$ cat config.mk
export PLATFORM = sky130hd
export DESIGN_NAME = instr_sequencer_flat
export DESIGN_NICKNAME = d
export VERILOG_FILES = /design/src/rtl/instr_sequencer_if.sv /design/src/rtl/instr_sequencer.sv /design/src/flat_wrapper.sv
export SDC_FILE = /design/constraint.sdc
export NUM_CORES = 1
export LEC_CHECK = 0
export ABC_CLOCK_PERIOD_IN_PS = 2000
export CORE_UTILIZATION = 45
export CTS_BUF_LIST = sky130_fd_sc_hd__clkbuf_4
export CTS_CLUSTER_DIAMETER = 200
export DETAILED_ROUTE_END_ITERATION = 7
export PLACE_DENSITY = 0.82
export SLEW_MARGIN = 40
export SYNTH_ARGS = -nofsm -noshare
export SYNTH_HDL_FRONTEND = slang
export SYNTH_SLANG_ARGS = --single-unit
$ cat constraint.sdc
create_clock -name clk -period 2 [get_ports clk]
set_input_delay 0.2 -clock clk [delete_from_list [all_inputs] [get_ports clk]]
set_output_delay 0.2 -clock clk [all_outputs]
set_load 0.01 [all_outputs]
$ cat src/rtl/instr_sequencer_if.sv
// Bus bundle between the instruction sequencer and the register file / memory datapath.
// The master side is the sequencer; the slave side is the datapath it controls.
interface instr_sequencer_if;
  logic [7:0]  data_in;
  logic [15:0] addr_in;
  logic [7:0]  regs_rdata;
  logic [7:0]  regs_wdata;
  logic [7:0]  regs_raddr;
  logic [7:0]  regs_waddr;
  logic        mem_ce;
  logic        mem_wre;
  logic        mem_rst;
  logic        pc_oe;
  logic [15:0] pc_out;
  logic        halted;

  modport master (
    input  data_in, addr_in,
    output regs_rdata, regs_wdata, regs_raddr, regs_waddr,
    output mem_ce, mem_wre, mem_rst, pc_oe, pc_out, halted
  );

  modport slave (
    output data_in, addr_in,
    input  regs_rdata, regs_wdata, regs_raddr, regs_waddr,
    input  mem_ce, mem_wre, mem_rst, pc_oe, pc_out, halted
  );
endinterface

$ cat src/rtl/instr_sequencer.sv
// Fetch/decode/execute sequencer owning PC and IR for the 8-register shared-bus CPU.
// Define SEQ_JZ_EN to add a zero flag and the JZ instruction (opcode 11 010 sss).
module instr_sequencer (
  input  logic clk,
  input  logic rst,
  instr_sequencer_if.master bus
);

  typedef enum logic [2:0] {INIT, FETCH, DECODE, EXEC, WB, HALT} state_t;

  state_t      state, state_next;
  logic [15:0] pc, pc_next;
  logic [7:0]  ir;

  logic [7:0]  rdata, wdata, raddr;
  logic        ce, wre, mrst, pc_oe, halted;

  logic [1:0]  cls;
  logic [2:0]  fld_d, fld_s;
  logic [7:0]  pair_mask;

  function automatic logic [7:0] one_hot(input logic [2:0] idx);
    one_hot = 8'h01 << idx;
  endfunction

  assign cls       = ir[7:6];
  assign fld_d     = ir[5:3];
  assign fld_s     = ir[2:0];
  assign pair_mask = one_hot({fld_s[2:1], 1'b0}) | one_hot({fld_s[2:1], 1'b1});

  always_ff @(posedge clk or posedge rst) begin
    if (rst) begin
      state <= INIT;
      pc    <= 16'h0000;
      ir    <= 8'h00;
    end else begin
      state <= state_next;
      pc    <= pc_next;
      if (state == DECODE)
        ir <= bus.data_in;
    end
  end

`ifdef SEQ_JZ_EN
  logic z_flag;

  // Z tracks whatever value was last written into any register.
  always_ff @(posedge clk or posedge rst) begin
    if (rst)
      z_flag <= 1'b0;
    else if (|wdata)
      z_flag <= (bus.data_in == 8'h00);
  end
`endif

  always_comb begin
    state_next = state;
    pc_next    = pc;
    rdata      = 8'h00;
    wdata      = 8'h00;
    raddr      = 8'h00;
    ce         = 1'b0;
    wre        = 1'b0;
    mrst       = 1'b0;
    pc_oe      = 1'b0;
    halted     = 1'b0;
    case (state)
      INIT: begin
        mrst       = 1'b1;
        state_next = FETCH;
      end
      FETCH: begin
        pc_oe      = 1'b1;
        ce         = 1'b1;
        state_next = DECODE;
      end
      DECODE: begin
        pc_next    = pc + 16'd1;
        state_next = EXEC;
      end
      EXEC: begin
        state_next = FETCH;
        case (cls)
          2'b00: begin
            rdata = one_hot(fld_s);
            wdata = one_hot(fld_d);
          end
          2'b01: begin
            raddr      = pair_mask;
            ce         = 1'b1;
            state_next = WB;
          end
          2'b10: begin
            raddr = pair_mask;
            rdata = one_hot(fld_d);
            ce    = 1'b1;
            wre   = 1'b1;
          end
          default: begin
            // Class 11 uses the d field as a sub-opcode.
            case (fld_d)
              3'b000: begin
                pc_oe      = 1'b1;
                ce         = 1'b1;
                pc_next    = pc + 16'd1;
                state_next = WB;
              end
              3'b001: begin
                raddr   = pair_mask;
                pc_next = bus.addr_in;
              end
`ifdef SEQ_JZ_EN
              3'b010: begin
                raddr = pair_mask;
                if (z_flag)
                  pc_next = bus.addr_in;
              end
`endif
              3'b111: state_next = HALT;
              default: ;
            endcase
          end
        endcase
      end
      WB: begin
        wdata      = (cls == 2'b11) ? one_hot(fld_s) : one_hot(fld_d);
        state_next = FETCH;
      end
      HALT: begin
        halted = 1'b1;
      end
      default: state_next = INIT;
    endcase
  end

  assign bus.regs_rdata = rdata;
  assign bus.regs_wdata = wdata;
  assign bus.regs_raddr = raddr;
  assign bus.regs_waddr = 8'h00;
  assign bus.mem_ce     = ce;
  assign bus.mem_wre    = wre;
  assign bus.mem_rst    = mrst;
  assign bus.pc_oe      = pc_oe;
  assign bus.pc_out     = pc;
  assign bus.halted     = halted;

endmodule
$ cat src/flat_wrapper.sv
// flat-port wrapper written by rule: the top's interface ports become plain ports
module instr_sequencer_flat 
  (clk, rst, bus_data_in, bus_addr_in, bus_regs_rdata, bus_regs_wdata, bus_regs_raddr, bus_regs_waddr, bus_mem_ce, bus_mem_wre, bus_mem_rst, bus_pc_oe, bus_pc_out, bus_halted);
  instr_sequencer_if bus_i ();
  input  logic clk;
  input  logic rst;
  input wire logic [$bits(bus_i.data_in)-1:0] bus_data_in;
  input wire logic [$bits(bus_i.addr_in)-1:0] bus_addr_in;
  output wire logic [$bits(bus_i.regs_rdata)-1:0] bus_regs_rdata;
  output wire logic [$bits(bus_i.regs_wdata)-1:0] bus_regs_wdata;
  output wire logic [$bits(bus_i.regs_raddr)-1:0] bus_regs_raddr;
  output wire logic [$bits(bus_i.regs_waddr)-1:0] bus_regs_waddr;
  output wire logic [$bits(bus_i.mem_ce)-1:0] bus_mem_ce;
  output wire logic [$bits(bus_i.mem_wre)-1:0] bus_mem_wre;
  output wire logic [$bits(bus_i.mem_rst)-1:0] bus_mem_rst;
  output wire logic [$bits(bus_i.pc_oe)-1:0] bus_pc_oe;
  output wire logic [$bits(bus_i.pc_out)-1:0] bus_pc_out;
  output wire logic [$bits(bus_i.halted)-1:0] bus_halted;
  assign bus_i.data_in = bus_data_in;
  assign bus_i.addr_in = bus_addr_in;
  assign bus_regs_rdata = bus_i.regs_rdata;
  assign bus_regs_wdata = bus_i.regs_wdata;
  assign bus_regs_raddr = bus_i.regs_raddr;
  assign bus_regs_waddr = bus_i.regs_waddr;
  assign bus_mem_ce = bus_i.mem_ce;
  assign bus_mem_wre = bus_i.mem_wre;
  assign bus_mem_rst = bus_i.mem_rst;
  assign bus_pc_oe = bus_i.pc_oe;
  assign bus_pc_out = bus_i.pc_out;
  assign bus_halted = bus_i.halted;
  instr_sequencer u_core (.clk(clk), .rst(rst), .bus(bus_i));
endmodule
==> results of run 1 <==
==> metal layers <==
metal	global-route usage (%)	up-vias	wire, µm
li1	-	1091	-
met2	42.7	165	3620
met5	0	-	0
met3	3.49	32	496
met1	36.3	1210	3100
met4	6.12	0	271
==> cell usage in the layout (no fill, tap or decap), types with 3 or more instances in the layout <==
cell / count
dfrtp_1: 27
nand2b_1: 6
clkdlybuf4s50_1: 41
buf_2: 17
nor3_1: 3
nand4_1: 5
o2bb2ai_1: 3
a2bb2oi_2: 4
a21oi_1: 11
o22ai_2: 6
and3_1: 3
conb_1: 8
a31oi_1: 4
o22ai_1: 17
o21ai_0: 12
nor4_1: 3
mux2_2: 6
a21oi_2: 4
a2bb2oi_1: 4
nand3_1: 9
clkbuf_4: 3
nor2_1: 5
a22oi_1: 3
ha_4: 3
or2_4: 3
buf_4: 42
inv_1: 4
buf_6: 19
nand2_1: 12
nor2_4: 5
nand3b_1: 3
==> logic make-up (layout without fill, tap and decap cells) <==
group | count (synthesis) | after routing
adders and majority gates | 6 | 6
DFF | 27 | 27
buffers and inverters | 32 | 134
and+or+nand+nor | 78 | 78
other | 1 | 8
muxes | 7 | 7
xor gates and xnor gates | 1 | 1
AOI/OAI and AO/OA | 83 | 83
==> worst min-delay path, stage by stage <==
cell and delay [ps]:
clkdlybuf4s50_1 390, inv_1 50, buf_4 330
==> Yosys cell counts, types with 2 or more instances <==
cell	n	share of area, %
a31oi_1	4	1.2
ha_1	6	3.7
o22ai_1	24	7.3
o21a_1	2	0.73
nand2_1	14	2.6
a2bb2oi_1	4	1.7
or3_1	3	0.91
nand3b_1	3	1.1
a311oi_1	2	0.85
dfrtp_1	27	33
nand4_1	5	1.5
o2bb2ai_1	3	1.3
buf_4	15	5.5
buf_2	7	1.7
nand2b_1	7	2.1
mux2_2	6	3.3
and3_1	3	0.91
o22a_1	2	0.85
inv_1	6	1.1
or2_1	2	0.61
a21oi_2	5	2.1
a21oi_1	11	2.7
nand3_1	11	2.7
nor2_1	10	1.8
nor3b_2	2	1.2
or3b_4	2	1.1
nor4_1	3	0.91
or2_2	2	0.61
a22oi_1	4	1.5
clkbuf_1	2	0.37
a2bb2oi_2	4	2.9
o21ai_0	13	3.2
nor3_1	4	0.97
==> how the worst max path moves through the flow <==
stage / startpoint / end / slack (ps) / depth (start not counted)
after floorplan: u_core.ir[5] / bus_regs_raddr[1] / 170 / 6
after global placement: u_core.ir[5] / bus_mem_ce / -40 / 4
after detailed placement: u_core.state[2] / bus_regs_rdata[4] / -90 / 6
after CTS: u_core.ir[3] / bus_mem_ce / -100 / 5
after global routing: u_core.ir[6] / bus_pc_oe / -230 / 6
final: u_core.ir[3] / bus_mem_ce / -160 / 5
==> layout make-up <==
| type | count | area [µm²] |
|---|---|---|
| clock inverter | 1 | 8.76 |
| inverter | 6 | 30.0 |
| timing repair buffer | 124 | 1060 |
| sequential | 27 | 676 |
| multi-input combinational | 183 | 1440 |
| fill | 295 | 1080 |
| tap | 52 | 65.1 |
| clock buffer | 3 | 22.5 |
==> metrics by stage <==
stage               std cells  worst slack [ps]  instance area [µm²]  hold slack (ps)  util, %
finish                    396              -163                 3300              183     75.3
global route              396              -229                 3300              224     75.3
CTS                       387             -96.0                 3050              204     69.6
detailed placement        368             -87.3                 2900              447     66.2
global placement          368             -44.5                 2900              435     66.2
floorplan                 242               167                 2080              253        -
==> power breakdown <==
| group | switching [mW] | leakage [nW] | internal (mW) |
|---|---|---|---|
| Clock | 0.188 | 0.0183 | 0.0820 |
| Combinational | 1.87 | 1.02 | 1.85 |
| Sequential | 0.364 | 0.329 | 0.798 |
| Total | 2.42 | 1.37 | 2.73 |
==> state kept, by name (all words and copies together), names as in the netlist <==
name,cells
u_core.state,3
u_core.ir,8
u_core.bus.pc_out,16
==> what timing repair did <==
action                     4_1_cts  5_1_grt
setup buffers                   15        9
pin swaps                        8       19
resized for setup              119       58
cloned                           0        0
setup endpoints to repair       28       42
hold endpoints to repair         0        0
==> results.json, run 1 <==
{
  "slew_viol_final": 0,
  "ctsHoldBuffers": 0,
  "synth_seq_cells": 27,
  "synth_top_family_by_area": "compound AO/OA/AOI/OAI gates",
  "timing.final.crit_share_pct": 108,
  "p_leak_nw": 1.37,
  "syn2layout_area_growth_pct": 60.6,
  "dpl.hpwl_um": 4570,
  "antenna_left": 0,
  "antenna_cells": 0,
  "synth-edff-count": 0,
  "finalWorstSetupSlack_ps": -163,
  "violations": "setup timing",
  "synth-compound-area-share_pct": 28.1,
  "postSynthCellCount": 235,
  "cts_tree": "done",
  "routed_wl_um": 7480,
  "routabilityCongestion": 0.884,
  "status": "complete, but fails checks",
  "drt_iter0_markers": 249,
  "hold_viol": 0,
  "dieHeight_um": 69.6,
  "timing.critical_path.cells": "buf_6 > or3_4 > or2_4 > a311oi_2 > buf_2",
  "timing.rr.start": "u_core.ir[4]",
  "cap_violations": 0,
  "slew_headroom_pct": 62.7,
  "ys_types": 50,
  "cts_buffers": 3,
  "r2r_end": "u_core.bus.pc_out[9]",
  "rsz0062_at_grt": "yes",
  "vdd_drop_max_mv": 0.800,
  "synthMuxAreaShare_pct": 3.77,
  "max_stage_delay_ps": 440,
  "core_um2": 4380,
  "ios": 79,
  "async_flop_share_pct": 100,
  "finalSetupViolCount": 16,
  "finalCriticalPeriod_ps": 2160,
  "chipWidth_um": 69.6,
  "grt_max_degree": 28,
  "antenna_found_initial": 0,
  "cts-root-buf": "clkbuf_4",
  "ys_seq_area_share_pct": 32.9,
  "skew_ps": 13.6,
  "dieArea_um2": 4840,
  "clk_pin_slew_ps": 170,
  "overflow": 0,
  "nets": 377,
  "start_util_pct": 46.9,
  "grt_usage_pct": 26.0,
  "worst_pin_slew_ps": 554,
  "cts_max_level": 1,
  "grt_first_pass_wirelength_um": 10300,
  "yosysWarnings": 0,
  "r2r_cells": 7,
  "synthFlopType": "dfrtp_1",
  "cts_buffer_depth": 2,
  "setup-tns-final_ps": -1450,
  "yosys.area_share.adder_pct": 3.65,
  "fmax_mhz": 462,
  "num_vias": 2498,
  "clock_latency_ps": 350,
  "synthSimpleGateAreaFrac_pct": 21.7,
  "port-buffer-count": 70,
  "power_density_nw_per_um2": 1560,
  "viasPerCell": 6.31,
  "rrSetupSlack_ps": 50,
  "power_mw": 5.15,
  "cp.buffers_inverters": 2,
  "cts.sinks": 27,
  "critPathCaptureType": "output port",
  "avgSynthCellArea_um2": 8.75,
  "path_max_fanout": 3,
  "drive_gt1_share_pct": 40.4,
  "syn_area_um2": 2060,
  "worstSetupStartpointType": "register",
  "hold_path.class": "primary input to async pin",
  "post_drt_wl_per_cell_um": 18.9,
  "grt_pass1_vias": 2116,
  "crit_type": "register to output port",
  "required_ps": 1800,
  "post-route-drc-count": 0,
  "crit_family": "simple AND/OR/NAND/NOR gates",
  "num_rows": 24,
  "synthXorXnorAreaFrac_pct": 0.426,
  "crit_slowest_cell": "dfrtp_1",
  "crit_arrival_ps": 1960,
  "firstDrtPassIters": 6
}
Power figures use the tool's default switching activity.
==> run 2: changes to the inputs <==
--- a/config.mk
+++ b/config.mk
@@ -6,10 +6,12 @@
 export NUM_CORES = 1
 export LEC_CHECK = 0
 export ABC_CLOCK_PERIOD_IN_PS = 2000
+export CORE_MARGIN = 8
 export CORE_UTILIZATION = 45
 export CTS_BUF_LIST = sky130_fd_sc_hd__clkbuf_4
 export CTS_CLUSTER_DIAMETER = 200
 export DETAILED_ROUTE_END_ITERATION = 7
+export HOLD_SLACK_MARGIN = 0.08
 export PLACE_DENSITY = 0.82
 export SLEW_MARGIN = 40
 export SYNTH_ARGS = -nofsm -noshare
==> results.json, run 2 (synthesis gave the netlist of run 1 again) <==
{
  "num_vias": 2431,
  "worst_pin_slew_ps": 557,
  "grt_first_pass_wirelength_um": 10600,
  "finalCriticalPeriod_ps": 2070,
  "finalWorstSetupSlack_ps": -69.0,
  "multi_input_area_um2": 1410,
  "ios": 79,
  "cts_max_level": 1,
  "mostFrequentLayoutCells": "41 x clkdlybuf4s50_1, 34 x buf_4, 27 x dfrtp_1",
  "timing.critical_path.cells": "buf_4 > ha_4 > or3b_4 > o21a_1 > nor3_2 > buf_2",
  "clock_latency_ps": 350,
  "final_cells": 394,
  "worstSetupStartpointType": "register",
  "syn2layout_area_growth_pct": 59.2,
  "cts_tree": "done",
  "violations": "setup timing",
  "grt_usage_pct": 17.8,
  "hold_path.class": "primary input to async pin",
  "post_drt_wl_per_cell_um": 20.2,
  "max_stage_delay_ps": 420,
  "routed_wl_um": 7970,
  "critPathCaptureType": "output port",
  "post_dp_cell_area_um2": 2920,
  "power_density_nw_per_um2": 1560,
  "drt_iter0_markers": 251,
  "path_max_fanout": 3,
  "core_um2": 4380,
  "num_rows": 24,
  "required_ps": 1800,
  "timing.final.crit_share_pct": 103,
  "overflow": 0,
  "viasPerCell": 6.17,
  "finalSetupViolCount": 20,
  "antenna_found_initial": 0,
  "layout_commonest_cell": "clkdlybuf4s50_1",
  "crit_arrival_ps": 1870,
  "final-seq-area_um2": 676,
  "vdd_drop_max_mv": 0.798,
  "cts_buffers": 3,
  "dp_cells": 368,
  "clk_pin_slew_ps": 160,
  "dpl.hpwl_um": 5010,
  "antenna_left": 0,
  "post-route-drc-count": 0,
  "hold_viol": 0,
  "n_fill_cell": 308,
  "cts.sinks": 27,
  "p_leak_nw": 1.34,
  "crit_slowest_cell": "dfrtp_1",
  "dieHeight_um": 83.6,
  "fmax_mhz": 483,
  "final_area_um2": 3270,
  "antenna_cells": 0,
  "routabilityCongestion": 0.945,
  "chipWidth_um": 83.6,
  "cts_buffer_depth": 2,
  "port-buffer-count": 70,
  "skew_ps": 5.35,
  "slew_headroom_pct": 62.5,
  "largest_reg_flops": 16,
  "cts-root-buf": "clkbuf_4",
  "start_util_pct": 46.9,
  "firstDrtPassIters": 5,
  "nets": 375,
  "drive_gt1_share_pct": 42.4,
  "cap_violations": 0,
  "grt_max_degree": 28,
  "dieArea_um2": 6990,
  "rsz0062_at_grt": "yes",
  "grt_pass1_vias": 2178,
  "slew_viol_final": 0,
  "power_mw": 5.10,
  "crit_type": "register to output port",
  "status": "complete, but fails checks"
}
[run 2: cell types whose count changed in the layout (fill, tap and decap cells not counted), sizes merged]
cell          change
dlymetal6s2s      -1
clkinvlp          +1
buf               -6
dlygate4sd2       +1
inv               -1
clkbuf            +4
[run 2: critical path, delay by kind of cell, from the launching register on]
| kind | cells | cell delay, ps |
|---|---|---|
| simple gates | 2 | 480 |
| flops | 1 | 420 |
| fa+ha+maj | 1 | 130 |
| buf+inv | 2 | 300 |
| compound gates | 1 | 190 |
[run 2: layout make-up]
type,instances,share of cell area [%]
flip-flops and latches,27,20.6
inverters,6,0.688
repair buffers,122,32.6
well taps,52,1.99
clock inverters,1,0.229
clock buffers,3,0.688
multi-input cells,183,43.2
[run 2: timing repair]
action | CTS | global route
cloned | 0 | 2
setup endpoints to repair | 28 | 36
gates resized for setup | 95 | 79
hold buffers | 0 | 0
pin swaps | 8 | 16
buffers inserted | 11 | 11
[run 2: stage by stage]
stage	util [%]	hold WS (ps)	setup WS, ps	setup TNS (ps)
finish	74.7	185	-69.0	-508
global route	74.7	213	-197	-3080
CTS	68.2	208	-66.8	-168
detailed placement	66.5	534	-103	-437
global placement	66.5	504	-45.4	-146
floorplan	-	253	167	0
[run 2: power by group]
part           switching [mW]  internal, mW  leakage (nW)
sequential              0.372         0.799         0.329
clock                   0.179        0.0771        0.0139
combinational            1.81          1.86         0.994
[run 2: routing by layer]
| layer | track usage [%] | vias to the layer above | share of wire (%) |
|---|---|---|---|
| met4 | 5.49 | 0 | 2.6 |
| met1 | 22.9 | 1158 | 40 |
| met2 | 29.3 | 163 | 50 |
| li1 | - | 1084 | - |
| met5 | 0 | - | 0 |
| met3 | 3.32 | 26 | 7.3 |
[run 2: final timing paths]
check                      slack (ps)  cells past startpoint             startpoint                     to
setup / recovery                  -70                      6           u_core.ir[7]              bus_pc_oe
hold / removal                    190                      3                    rst   u_core.bus.pc_out[6]
setup reg to reg                  -50                      8           u_core.ir[5]   u_core.bus.pc_out[2]
max in group asynchronous        1560                      3                    rst   u_core.bus.pc_out[5]
min in group clk                  390                      3         bus_data_in[6]           u_core.ir[6]
hold reg to reg                   570                      1  u_core.bus.pc_out[15]  u_core.bus.pc_out[15]
